`src/rtl/jt10_adpcm_pkg.sv`:
```
// jt10_adpcm_pkg: shared FSM state and grant encodings for the ADPCM ROM arbiter
package jt10_adpcm_pkg;
  typedef enum logic {IDLE = 1'b0, BUSY = 1'b1} state_t;
  localparam logic GNT_A = 1'b0;
  localparam logic GNT_B = 1'b1;
endpackage

```
`src/rtl/jt10_adpcm_romarb_cache.sv`:
```
// jt10_adpcm_romarb_cache: one-byte last-fetch cache (tag/data/valid) for one requester
module jt10_adpcm_romarb_cache #(
  parameter int AW = 24
) (
  input  logic          rst_n,
  input  logic          clk,
  input  logic          flush,
  input  logic          fill,
  input  logic          kill,
  input  logic [AW-1:0] addr,
  input  logic [AW-1:0] fill_addr,
  input  logic [7:0]    fill_data,
  output logic          hit,
  output logic [7:0]    dout
);
  logic          vld;
  logic [AW-1:0] tag;
  always_ff @(posedge clk or negedge rst_n)
    if (!rst_n) begin
      vld  <= 1'b0;
      tag  <= '0;
      dout <= '0;
    end else begin
      if (fill) begin
        tag  <= fill_addr;
        dout <= fill_data;
      end
      vld <= flush ? 1'b0 : fill ? !kill : vld;
    end
  assign hit = vld && tag == addr;
endmodule

```
`src/rtl/jt10_adpcm_romarb.sv`:
```
// jt10_adpcm_romarb: round-robin sharing of one sample-ROM read port between ADPCM-A and ADPCM-B
module jt10_adpcm_romarb
  import jt10_adpcm_pkg::*;
#(
  parameter int AW   = 24,
  parameter int TOUT = 255
) (
  input  logic          rst_n,
  input  logic          clk,
  input  logic          flush,
  input  logic          a_rd,
  input  logic [AW-1:0] a_addr,
  output logic [7:0]    a_dout,
  output logic          a_ok,
  input  logic          b_rd,
  input  logic [AW-1:0] b_addr,
  output logic [7:0]    b_dout,
  output logic          b_ok,
  output logic [AW-1:0] mem_addr,
  output logic          mem_rd,
  input  logic [7:0]    mem_data,
  input  logic          mem_ok,
  output logic          timeout
);
  localparam int CW = TOUT > 0 ? $clog2(TOUT + 1) : 1;
  state_t        state, state_nx;
  logic          gnt, gnt_nx, last, kill, go, done, abort;
  logic          hit_a, hit_b, pend_a, pend_b;
  logic [CW-1:0] cnt;
  assign pend_a = a_rd && !hit_a;
  assign pend_b = b_rd && !hit_b;
  assign a_ok   = a_rd && hit_a;
  assign b_ok   = b_rd && hit_b;
  always_comb begin
    state_nx = state;
    gnt_nx   = gnt;
    go       = 1'b0;
    done     = 1'b0;
    abort    = 1'b0;
    if (state == IDLE) begin
      go       = pend_a || pend_b;
      gnt_nx   = pend_a && pend_b ? !last : (pend_b ? GNT_B : GNT_A);
      state_nx = go ? BUSY : IDLE;
    end else begin
      done     = mem_ok;
      abort    = !mem_ok && TOUT != 0 && cnt == CW'(TOUT - 1);
      state_nx = done || abort ? IDLE : BUSY;
    end
  end
  always_ff @(posedge clk or negedge rst_n)
    if (!rst_n) state <= IDLE;
    else state <= state_nx;
  always_ff @(posedge clk or negedge rst_n)
    if (!rst_n) begin
      gnt      <= GNT_A;
      last     <= GNT_B;
      kill     <= 1'b0;
      cnt      <= '0;
      mem_addr <= '0;
      mem_rd   <= 1'b0;
      timeout  <= 1'b0;
    end else begin
      timeout <= abort;
      gnt     <= gnt_nx;
      // a flush seen during the fetch must survive until the fill lands
      kill    <= state == BUSY && !done && !abort && (kill || flush);
      if (go) begin
        mem_addr <= gnt_nx == GNT_B ? b_addr : a_addr;
        mem_rd   <= 1'b1;
        cnt      <= '0;
      end else if (state == BUSY) cnt <= cnt + 1'b1;
      if (done || abort) begin
        mem_rd <= 1'b0;
        last   <= gnt;
      end
    end
  jt10_adpcm_romarb_cache #(.AW(AW)) u_cache_a (
    .rst_n(rst_n), .clk(clk), .flush(flush),
    .fill(done && gnt == GNT_A), .kill(kill || flush),
    .addr(a_addr), .fill_addr(mem_addr), .fill_data(mem_data),
    .hit(hit_a), .dout(a_dout)
  );
  jt10_adpcm_romarb_cache #(.AW(AW)) u_cache_b (
    .rst_n(rst_n), .clk(clk), .flush(flush),
    .fill(done && gnt == GNT_B), .kill(kill || flush),
    .addr(b_addr), .fill_addr(mem_addr), .fill_data(mem_data),
    .hit(hit_b), .dout(b_dout)
  );
endmodule

```
`config.mk`:
```
export PLATFORM = sky130hd
export DESIGN_NAME = jt10_adpcm_romarb
export DESIGN_NICKNAME = d
export VERILOG_FILES = /design/src/rtl/jt10_adpcm_pkg.sv /design/src/rtl/jt10_adpcm_romarb_cache.sv /design/src/rtl/jt10_adpcm_romarb.sv
export SDC_FILE = /design/constraint.sdc
export NUM_CORES = 1
export LEC_CHECK = 0
export BUFFER_PORTS_ARGS = -buffer_cell sky130_fd_sc_hd__buf_2
export CORE_MARGIN = 2
export CORE_UTILIZATION = 55
export DETAILED_ROUTE_END_ITERATION = 12
export PLACE_DENSITY = 0.8
export SYNTH_ARGS = -nofsm -noshare
export SYNTH_HDL_FRONTEND = slang
export SYNTH_SLANG_ARGS = --single-unit
```
`constraint.sdc`:
```
create_clock -name clk -period 2.6 [get_ports clk]
set_clock_uncertainty 0.15 [all_clocks]
set_input_delay 0.52 -clock clk [delete_from_list [all_inputs] [get_ports clk]]
set_output_delay 0.52 -clock clk [all_outputs]
set_load 0.01 [all_outputs]
```
==> qor.csv <==
stage,metric,value,unit
die,die height,99.2,um
cts,cts bufs inserted,9,
placement,post-place setup slack,-0.152,ns
setup_path,CP endpoint kind,output port,
yosys,Synth cell types,40,
die,Std-Cell Rows,34,
yosys,register bit total from synthesis,104,
cts,clk buf depth,2,
global_route,met2 GRT Util,46.6,%
yosys,fraction of registers with async set/reset,100,%
yosys,post-synthesis mux area share,15.1,%
cts,clock-pin transition on the worst setup and hold timing paths,0.11,ns
cells_and_area,post-layout instance area,6180,um^2
cells_and_area,fillcell total,616,
run_status,outcome,"finished, violations left",
route,DR vias/cell,6.12,
power,Seq pwr share,47.2,%
setup_path,worst-path fanout max,2,
placement,port bufs,105,
yosys,"Seq/Total Area, Yosys",52.3,%
power,clock network power share,16.9,%
sta,unrepaired setup endpoints after global routing,true,
sta,Setup TNS,-0.117,ns
yosys,Synthesized Nets,490,
yosys,Post-Synth XOR/XNOR Area,8.97,%
sta,WHS,0.192,ns
cts,clk root buf,clkbuf_8,
cells_and_area,Area Overhead vs Synth,24.1,%
cts,Clock Sinks,104,
sta,Peak Freq,0.370,GHz
setup_path,FF-to-FF Start,u_cache_b.tag[23],
sta,relative slew slack,59.6,%
power,Final Power,5.69,mW
route,overall routed net length,13200,um
sta,period utilisation layout,104,%
yosys,Compound-Gate Fraction of Synth Area,9.02,%
setup_path,WS Path Type,reg -> out,
min_path,Hold WC Path Type,in -> reg,
power,Net Switching,2.00,mW
cells_and_area,share of layout cells above drive strength 1,45.0,%
yosys,number of synthesized flops with an enable pin,0,
global_route,initial antenna violation count,0,
route,wire per inst,19.8,um
placement,placed instance area,5810,um^2
die,DIE AREA,9840,um^2
run,Max-Cap Viols,0,
sta,final setup violation count,2,
yosys,ys flop type,dfrtp_1,
global_route,first-pass GRT wire length,21400,um
yosys,Syn Inst Count,426,
placement,gp weighted congestion,0.861,
cells_and_area,Finished Layout Cells,668,
setup_path,Critical Path Source Type,flop,
global_route,vias in the first global route,4263,
cells_and_area,Finished Core Util,70.5,%
route,post-route ant nets,0,
setup_path,Worst EP required,1.93,ns
global_route,largest net degree at the start of global routing,51,
run_status,violated checks,setup timing,
placement,hpwl dp,9280,um
sta,max-slew violations,0,
setup_path,WP data arrival,2.03,ns
yosys,syn avg cell area,11.7,um^2
sta,measured slew at the worst slew-check pin,0.606,ns
route,DRT Pass-1 Iters,5,
cells_and_area,final net count,619,
yosys,"Cell Area, Synth",4980,um^2
yosys,Synth Area in Adders,0.502,%
sta,fin crit period,2.70,ns
power,pwr/cell area,921,nW/um^2
min_path,hold depth,2,
min_path,Hold Crit Start,flush,
cts,clock latency reported for the late side of the worst-skew pair,0.38,ns
power,Internal,3.69,mW
placement,placed insts,646,
cts,CTS H-tree depth,3,
die,initial core utilization,56.9,%
power,Max VDD drop,0.000471,V
sta,Fin. Hold Viols,0,
route,DRT iter0 DRCs,284,
cts,CTS tree,done,
global_route,grt met1 use,35.7,%
sta,Setup WS post-layout,-0.100,ns
power,switching portion of total power,35.2,%
setup_path,Worst Reg-to-Reg Cells,7,
yosys,Yosys warnings,0,
die,Die X,99.2,um
die,core box area,8760,um^2
route,drt drc,0,
global_route,total track usage,28.0,%
yosys,Post-Synth Simple-Gate Area,11.1,%
power,Comb power frac,36.0,%
setup_path,Crit Reg-Reg Endpoint,cnt[5],
min_path,hold endpoint,u_cache_b.vld,
route,vias,4085,
cells_and_area,antenna diode count,0,
setup_path,r2r setup slk,0.12,ns
yosys,main combinational cell family by area after synthesis,multiplexers,
global_route,M3 GR Usage,7.38,%
global_route,GRT Residual Overflow,0,
die,IO Count,106,
power,Lkg Pwr,2.62,nW
global_route,GR peak layer,met2,
[registers in the layout, summed over array words and instances, names as in the netlist]
register        count
last                1
mem_rd              1
u_cache_a.dout      8
cnt                 8
u_cache_b.dout      8
kill                1
u_cache_b.vld       1
mem_addr           24
gnt                 1
state               1
u_cache_a.tag      24
u_cache_a.vld       1
timeout             1
u_cache_b.tag      24
[Yosys cell counts, types with 7 or more instances]
| cell | count | area share [%] |
|---|---|---|
| nand3_1 | 31 | 3.1 |
| mux2_2 | 66 | 15 |
| a31oi_1 | 24 | 3.0 |
| xnor2_1 | 40 | 7.0 |
| clkbuf_1 | 10 | 0.75 |
| nand2_1 | 11 | 0.83 |
| inv_1 | 8 | 0.60 |
| dfrtp_1 | 103 | 52 |
| nor3_1 | 27 | 2.7 |
| o21ai_0 | 24 | 2.4 |
| buf_2 | 7 | 0.70 |
| nor2_1 | 8 | 0.60 |
| xor2_1 | 11 | 1.9 |
| nand4_1 | 13 | 1.6 |
[layer usage]
metal | wire (um) | vias to the layer above
li1 | - | 1813
met1 | 5150 | 2053
met2 | 6890 | 182
met3 | 840 | 37
met4 | 330 | 0
met5 | 0 | -
[critical path, cell delays in order (launching register included)]
cell and delay (ns):
dfrtp_1 0.40, xnor2_1 0.29, nand4_1 0.16, or4_4 0.46, nor3_4 0.19, buf_2 0.15
[worst max-delay path by stage]
stage                           start  endpoint  slack [ns]
floorplan                  a_addr[16]      a_ok        0.25
global placement           a_addr[20]      a_ok       -0.15
detailed placement         a_addr[20]    cnt[6]       -0.15
CTS                  u_cache_a.tag[2]      a_ok       -0.09
global route         u_cache_a.tag[2]      a_ok       -0.15
finish              u_cache_a.tag[10]      a_ok       -0.10
[logic make-up after synthesis]
logic type               Yosys count
multiplexers                      67
XOR/XNOR                          51
adder cells (fa/ha/maj)            2
AO/OA/AOI/OAI                     68
buffers and inverters             30
AND/OR/NAND/NOR                  104
flip-flops                       104
[area by class of cell]
class                      instances  area [um^2]  area share [%]
clock buffer                      10          128            2.06
clock inverter                     6         53.8           0.870
inverter                           8         30.0           0.486
multi-input combinational        292         2370            38.4
sequential                       104         2600            42.1
tap                              108          135            2.19
timing repair buffer             140          860            13.9
[power by group through the flow]
stage	Sequential, mW	Clock [mW]	Combinational, mW
global route	2.76	1.04	2.21
detailed placement	2.67	0	1.93
CTS	2.66	0.973	2.01
global placement	2.61	0	1.87
finish	2.68	0.960	2.05
floorplan	2.65	0	1.14
[cells in the final DEF (no fill, tap or decap), types with 2 or more instances in the layout]
cell type	count
ha_1	2
nand3b_1	2
nor2_1	8
nor3_1	25
nand3_1	30
inv_8	2
or4_4	3
clkbuf_8	9
xnor2_1	24
nor3_2	2
xor2_1	11
o22ai_1	4
nand2_1	11
xnor2_2	16
o21ai_1	2
nor4_1	4
buf_12	5
buf_2	104
a31oi_1	24
nand4_1	13
a21oi_1	4
dfrtp_1	103
clkinv_4	3
buf_4	29
inv_1	8
o21ai_0	24
mux2_2	66
o21ai_2	2
[repair_timing]
action,4_1_cts,5_1_grt
endpoints found under the hold margin,37,0
pin swaps,8,6
resized for setup,15,6
buffers inserted,2,3
endpoints found under the setup margin,2,26
hold buffers,1,0
Power figures use the tool's default switching activity.
